**src/rtl/controle_multiciclo.sv**
```systemverilog
// controle_multiciclo: multicycle control FSM for the MIPS-subset datapath,
// including ALU operation decode and a timed memory ready handshake.
`default_nettype none

module controle_multiciclo #(
  parameter int MAX_ESPERA = 15
) (
  input  logic       clock,
  input  logic       reset_n,
  input  logic [5:0] opcode,
  input  logic [5:0] funct,
  input  logic       zero,
  input  logic       mem_pronto,
  output logic       pc_escreve,
  output logic       pc_escreve_cond,
  output logic [1:0] pc_fonte,
  output logic       i_ou_d,
  output logic       mem_le,
  output logic       mem_escreve,
  output logic       ir_escreve,
  output logic       reg_dst,
  output logic       mem_para_reg,
  output logic       reg_escreve,
  output logic       alu_src_a,
  output logic [1:0] alu_src_b,
  output logic [3:0] saida_alu_control,
  output logic [3:0] estado,
  output logic       instr_invalida
);

  typedef enum logic [3:0] {
    BUSCA           = 4'd0,
    DECODIFICA      = 4'd1,
    END_MEM         = 4'd2,
    LE_MEM          = 4'd3,
    ESCREVE_REG_MEM = 4'd4,
    ESCREVE_MEM     = 4'd5,
    EXECUTA         = 4'd6,
    ESCREVE_REG_R   = 4'd7,
    DESVIO          = 4'd8,
    SALTO           = 4'd9,
    EXEC_ADDI       = 4'd10,
    ESCREVE_REG_I   = 4'd11,
    INVALIDA        = 4'd12
  } estado_t;

  localparam logic [5:0] OP_RTYPE = 6'b000000;
  localparam logic [5:0] OP_LW    = 6'b100011;
  localparam logic [5:0] OP_SW    = 6'b101011;
  localparam logic [5:0] OP_BEQ   = 6'b000100;
  localparam logic [5:0] OP_J     = 6'b000010;
  localparam logic [5:0] OP_ADDI  = 6'b001000;

  localparam logic [5:0] FN_ADD = 6'b100000;
  localparam logic [5:0] FN_SUB = 6'b100010;
  localparam logic [5:0] FN_AND = 6'b100100;
  localparam logic [5:0] FN_OR  = 6'b100101;
  localparam logic [5:0] FN_SLT = 6'b101010;
  localparam logic [5:0] FN_NOR = 6'b100111;

  localparam logic [3:0] ALU_AND = 4'b0000;
  localparam logic [3:0] ALU_OR  = 4'b0001;
  localparam logic [3:0] ALU_ADD = 4'b0010;
  localparam logic [3:0] ALU_SUB = 4'b0110;
  localparam logic [3:0] ALU_SLT = 4'b0111;
  localparam logic [3:0] ALU_NOR = 4'b1100;

  estado_t    state;
  estado_t    next_state;
  logic [7:0] espera;
  logic [8:0] espera_inc;
  logic       eh_lw;
  logic       aguardando;
  logic       timeout;
  logic       funct_ok;
  logic [3:0] alu_funct;
  logic       unused_zero;

  // The zero flag gates the PC in the datapath, not here.
  assign unused_zero = zero;

  always_comb begin
    funct_ok  = 1'b1;
    alu_funct = ALU_ADD;
    case (funct)
      FN_ADD:  alu_funct = ALU_ADD;
      FN_SUB:  alu_funct = ALU_SUB;
      FN_AND:  alu_funct = ALU_AND;
      FN_OR:   alu_funct = ALU_OR;
      FN_SLT:  alu_funct = ALU_SLT;
      FN_NOR:  alu_funct = ALU_NOR;
      default: funct_ok  = 1'b0;
    endcase
  end

  assign aguardando = (state == BUSCA) || (state == LE_MEM) || (state == ESCREVE_MEM);
  assign espera_inc = {1'b0, espera} + 9'd1;
  // A ready arriving on the last allowed cycle still completes the access.
  assign timeout    = aguardando && !mem_pronto && (espera_inc >= 9'(MAX_ESPERA));

  always_comb begin
    next_state = state;
    case (state)
      BUSCA: begin
        if (mem_pronto)   next_state = DECODIFICA;
        else if (timeout) next_state = INVALIDA;
      end
      DECODIFICA: begin
        case (opcode)
          OP_LW, OP_SW: next_state = END_MEM;
          OP_RTYPE:     next_state = funct_ok ? EXECUTA : INVALIDA;
          OP_BEQ:       next_state = DESVIO;
          OP_J:         next_state = SALTO;
          OP_ADDI:      next_state = EXEC_ADDI;
          default:      next_state = INVALIDA;
        endcase
      end
      END_MEM:         next_state = eh_lw ? LE_MEM : ESCREVE_MEM;
      LE_MEM: begin
        if (mem_pronto)   next_state = ESCREVE_REG_MEM;
        else if (timeout) next_state = INVALIDA;
      end
      ESCREVE_REG_MEM: next_state = BUSCA;
      ESCREVE_MEM: begin
        if (mem_pronto)   next_state = BUSCA;
        else if (timeout) next_state = INVALIDA;
      end
      EXECUTA:         next_state = ESCREVE_REG_R;
      ESCREVE_REG_R:   next_state = BUSCA;
      DESVIO:          next_state = BUSCA;
      SALTO:           next_state = BUSCA;
      EXEC_ADDI:       next_state = ESCREVE_REG_I;
      ESCREVE_REG_I:   next_state = BUSCA;
      INVALIDA:        next_state = INVALIDA;
      default:         next_state = INVALIDA;
    endcase
  end

  always_ff @(posedge clock) begin
    if (!reset_n) begin
      state  <= BUSCA;
      espera <= '0;
      eh_lw  <= 1'b0;
    end else begin
      state <= next_state;
      if (aguardando && !mem_pronto && !timeout) espera <= espera_inc[7:0];
      else                                       espera <= '0;
      // lw/sw is remembered so END_MEM does not depend on the opcode bus.
      if (state == DECODIFICA) eh_lw <= (opcode == OP_LW);
    end
  end

  always_comb begin
    pc_escreve        = 1'b0;
    pc_escreve_cond   = 1'b0;
    pc_fonte          = 2'b00;
    i_ou_d            = 1'b0;
    mem_le            = 1'b0;
    mem_escreve       = 1'b0;
    ir_escreve        = 1'b0;
    reg_dst           = 1'b0;
    mem_para_reg      = 1'b0;
    reg_escreve       = 1'b0;
    alu_src_a         = 1'b0;
    alu_src_b         = 2'b00;
    saida_alu_control = ALU_ADD;
    estado            = state;
    instr_invalida    = 1'b0;
    case (state)
      BUSCA: begin
        mem_le     = 1'b1;
        alu_src_b  = 2'b01;
        ir_escreve = mem_pronto;
        pc_escreve = mem_pronto;
      end
      DECODIFICA:  alu_src_b = 2'b11;
      END_MEM: begin
        alu_src_a = 1'b1;
        alu_src_b = 2'b10;
      end
      LE_MEM: begin
        mem_le = 1'b1;
        i_ou_d = 1'b1;
      end
      ESCREVE_REG_MEM: begin
        reg_escreve  = 1'b1;
        mem_para_reg = 1'b1;
      end
      ESCREVE_MEM: begin
        mem_escreve = 1'b1;
        i_ou_d      = 1'b1;
      end
      EXECUTA: begin
        alu_src_a         = 1'b1;
        saida_alu_control = alu_funct;
      end
      ESCREVE_REG_R: begin
        reg_escreve = 1'b1;
        reg_dst     = 1'b1;
      end
      DESVIO: begin
        alu_src_a         = 1'b1;
        saida_alu_control = ALU_SUB;
        pc_escreve_cond   = 1'b1;
        pc_fonte          = 2'b01;
      end
      SALTO: begin
        pc_escreve = 1'b1;
        pc_fonte   = 2'b10;
      end
      EXEC_ADDI: begin
        alu_src_a = 1'b1;
        alu_src_b = 2'b10;
      end
      ESCREVE_REG_I:   reg_escreve = 1'b1;
      INVALIDA:        instr_invalida = 1'b1;
      default:         instr_invalida = 1'b1;
    endcase
    // Reset silences every strobe immediately, aborting any pending access.
    if (!reset_n) begin
      pc_escreve        = 1'b0;
      pc_escreve_cond   = 1'b0;
      pc_fonte          = 2'b00;
      i_ou_d            = 1'b0;
      mem_le            = 1'b0;
      mem_escreve       = 1'b0;
      ir_escreve        = 1'b0;
      reg_dst           = 1'b0;
      mem_para_reg      = 1'b0;
      reg_escreve       = 1'b0;
      alu_src_a         = 1'b0;
      alu_src_b         = 2'b00;
      saida_alu_control = 4'b0000;
      estado            = 4'b0000;
      instr_invalida    = 1'b0;
    end
  end

endmodule

`default_nettype wire
```
**config.mk**
```make
export PLATFORM = sky130hd
export DESIGN_NAME = controle_multiciclo
export DESIGN_NICKNAME = d
export VERILOG_FILES = /design/src/rtl/controle_multiciclo.sv
export SDC_FILE = /design/constraint.sdc
export NUM_CORES = 1
export LEC_CHECK = 0
export CAP_MARGIN = 0
export CORE_MARGIN = 10
export CORE_UTILIZATION = 40
export DETAILED_ROUTE_END_ITERATION = 7
export PLACE_DENSITY_LB_ADDON = 0.12
export SETUP_SLACK_MARGIN = 0.3
export SYNTH_ARGS = -nofsm -noshare
export SYNTH_HDL_FRONTEND = slang
export SYNTH_SLANG_ARGS = --single-unit
```
**constraint.sdc**
```tcl
create_clock -name clock -period 2.23 [get_ports clock]
set_clock_uncertainty 0.2 [all_clocks]
set_input_delay 0.446 -clock clock [delete_from_list [all_inputs] [get_ports clock]]
set_output_delay 0.446 -clock clock [all_outputs]
set_load 0.05 [all_outputs]
```
==> impl_metrics.toml, run 1 <==
[synth]
yosysTopAreaCell = "dfxtp_1"
synth-xor-area-share_pct = 4.00
synth-simple-area-share_pct = 42.1
muxShareOfSynthArea_pct = 1.94
synth-compound-area-share_pct = 19.1
syn_inst = 151
synth_edf_count = 0
synth.distinct_cells = 48
synth.most_common_cell = "nand2_1"
synth_top_family_by_area = "simple AND/OR/NAND/NOR gates"
ys_seq_area_share_pct = 23.8
ys.flop_type = "dfxtp_1"
synthArstFlopShare_pct = 0
synth_top_area_share_pct = 23.8
yosys-top-cells-area = "dfxtp_1, nand2_1, nor2_1, nor3_1, nand3b_1"
syn_area_per_cell_um2 = 7.25
synth-seq-cells = 13
synth_common_cells = "nand2_1, nor2_1, dfxtp_1"
yosysWarningCount = 0
synthAdderAreaFrac_pct = 3.20
syn_area_mm2 = 0.00109

[outcome]
error = "[ERROR DPL-0038] Utilization greater than 100%, impossible to legalize"
failed_stage = "global routing"
outcome = "stopped before the end"

[clock_tree]
root_buffer = "clkbuf_4"
cts_hold_buf = 0
cts_buffer_depth = 2
cts_htree_levels = 1
cts_buffers = 3
cts_sinks = 13

[die]
io_pins = 39
start_util_pct = 43.0
fp.dieH_um = 72.3
rows = 18
die_w_um = 72.3

[global_routing]
grt_max_degree = 8

[place]
portBuffers = 37
gp_routability_congestion = 0.908
place_hpwl_mm = 3.39

[timing]
grt-worst-endpoint = "saida_alu_control[2]"
worst-ep-kind = "primary output"
stage by stage:
step	hold WS, ns	cells	setup slack [ns]	setup TNS [ns]	area (um^2)
CTS	0.275	275	0.0204	0	2490
detailed placement	0.287	245	-0.357	-3.36	2100
global placement	0.261	245	-0.304	-2.61	2100
floorplan	0.252	154	-0.0489	-0.0665	1320
repair_timing:
| action | 4_1_cts |
|---|---|
| pin swaps | 23 |
| setup endpoints to repair | 31 |
| gates resized for setup | 83 |
| buffers inserted | 26 |
cell families after synthesis:
family	after synthesis
buffers and inverters	15
AO/OA/AOI/OAI	29
XOR/XNOR	5
adder cells (fa/ha/maj)	3
other	1
AND/OR/NAND/NOR	83
multiplexers	2
flip-flops	13
==> run 2, diff against run 1 <==
Settings changed: CORE_UTILIZATION 40 to 25, PLACE_DENSITY_LB_ADDON 0.12 to 0.15, SETUP_SLACK_MARGIN 0.3 to unset.
==> run 2 against run 1 <==
  * The run now ends clean
  * Area after synthesis did not move
  * Synthesized cell count did not move
==> impl_metrics.toml, run 2 <==
[route]
vias_per_cell = 5.09
post_drt_wl_per_cell_um = 14.3
finalWirelength_mm = 3.91
antenna_left = 0
vias = 1394
drtPass1Iterations = 4
drcViolationCount = 0
dr.first_iter.drc_count = 67

[pwr]
p_leak_nw = 0.909
power_mw = 1.09
power_density_mw_per_mm2 = 505
vdd_ir_drop_max_mv = 0.425

[synth]
ys_seq_area_share_pct = 23.8
yosys-top-cells-area = "dfxtp_1, nand2_1, nor2_1, nor3_1, nand3b_1"
synth.distinct_cells = 48
ys.flop_type = "dfxtp_1"
yosysTopAreaCell = "dfxtp_1"
yosysWarningCount = 0
syn_inst = 151
synth-seq-cells = 13
synth.most_common_cell = "nand2_1"
synthArstFlopShare_pct = 0
syn_area_per_cell_um2 = 7.25
syn_area_mm2 = 0.00109
synth_common_cells = "nand2_1, nor2_1, dfxtp_1"
synth_top_area_share_pct = 23.8
synth_edf_count = 0

[outcome]
outcome = "finished clean"

[layout]
final_common_cell = "buf_4"
reg_top3 = "espera x8, state x4, eh_lw x1"
fin_util_pct = 50.2
fin_cells = 274
final_layout_size_suffix_gt1_share_pct = 41.4
largest_register = "espera"
n_antenna_cell = 0
largest_reg_flops = 8
nets = 241
mostFrequentLayoutCells = "buf_4, buf_12, nand2_1"
synthToLayoutAreaGrowth_pct = 96.8

[clock_tree]
cts.clk_slew.worst_paths_ns = 0.05
insertion_delay_ns = 0.24
cts_hold_buf = 0
cts_buffer_depth = 2
cts_buffers = 3
root_buffer = "clkbuf_8"
cts_htree_levels = 1
cts_tree = "yes"
cts_sinks = 13

[place]
place_hpwl_mm = 3.23
placedCellCount = 267
portBuffers = 37
gp_routability_congestion = 0.885

[timing]
drv_slew = 0
rsz0062_at_grt = "yes"
setup_viol = 0
fin_crit_sh_pct = 97.1
hold_viol_final = 0
fmaxAchievable_mhz = 462
tns_ns = 0
slew_headroom_pct = 64.7
fin_crit_ns = 2.17
tightest_slew_ns = 0.523

[die]
dieArea_mm2 = 0.00743
die_w_um = 86.2
start_util_pct = 25.5
fp.dieH_um = 86.2
rows = 24
io_pins = 39
core_mm2 = 0.00429

[worst_setup_path]
r2r_slack_ns = 0.20
path_class = "in2out"
worst_setup_path_start_kind = "primary input"
worstPathRequired_ns = 1.58
crit_fanout = 4
crit_arrival_ns = 1.52
cp-end-kind = "output port"

[global_routing]
gr-total-overflow = 0
use_met2_pct = 17.2
grt_use_met3_pct = 1.97
antenna_found_initial = 0
grt_pass1_wl_mm = 6.44
grt.met1_usage_pct = 12.5
grt-busiest-layer = "met2"
grt_usage_pct = 10.2
grt_pass1_vias = 1345
grt_max_degree = 15

[job]
cap_violations = 0

[worst_hold_path]
hold_path.class = "reg2reg"
[run 2: cell type report]
class                           count  area (um^2)
Multi-Input combinational cell    126          901
Timing Repair Buffer               72          855
Sequential cell                    13          263
Fill cell                         415         2140
Tap cell                           52         65.1
Inverter                            7         26.3
Clock buffer                        4         45.0
[run 2: critical path, cell delays in order]
cell	delay, ns
buf_6	0.10
nand2b_4	0.13
o32a_1	0.33
nor4_4	0.34
buf_12	0.18
[run 2: stage by stage]
step                      area [um^2]  worst slack, ns  hold WS, ns
after global routing             2150          -0.0156        0.327
after floorplan                  1190           -0.313        0.252
after detailed placement         2050           -0.363        0.285
final                            2150           0.0638        0.298
after global placement           2050           -0.323        0.266
after CTS                        2130          0.00850        0.302
[run 2: final timing paths]
kind              from  cells past startpoint                    to
max           funct[0]                      5  saida_alu_control[0]
min          espera[0]                      1             espera[0]
max reg2reg   state[2]                      6              state[0]
min reg2reg  espera[0]                      1             espera[0]
[run 2: kinds of logic after synthesis]
kind of cell               Yosys count  share of synthesized area, %
AOI/OAI and AO/OA                   29                          19.1
and+or+nand+nor                     83                          42.1
adders and majority gates            3                          3.20
other                                1                         0.343
DFF                                 13                          23.8
xor gates and xnor gates             5                          4.00
buffers and inverters               15                          5.60
muxes                                2                          1.94
[run 2: where the power goes]
group / total, mW / leakage, nW / switching, mW / internal (mW)
clock network: 0.208 / 0.0228 / 0.0823 / 0.126
logic: 0.601 / 0.779 / 0.318 / 0.283
registers: 0.279 / 0.108 / 0.0299 / 0.249
[run 2: routing by layer]
metal | share of wire [%] | vias up
met5 | 0 | -
met4 | 0.79 | 0
met3 | 5.4 | 4
met2 | 50 | 38
met1 | 44 | 660
li1 | - | 692
[run 2: repair_timing]
item	4_1_cts	5_1_grt
resized for setup	31	8
endpoints found under the setup margin	22	11
setup buffers	2	1
pin swaps	11	9
Note: power is estimated with default switching activity, not from simulation.
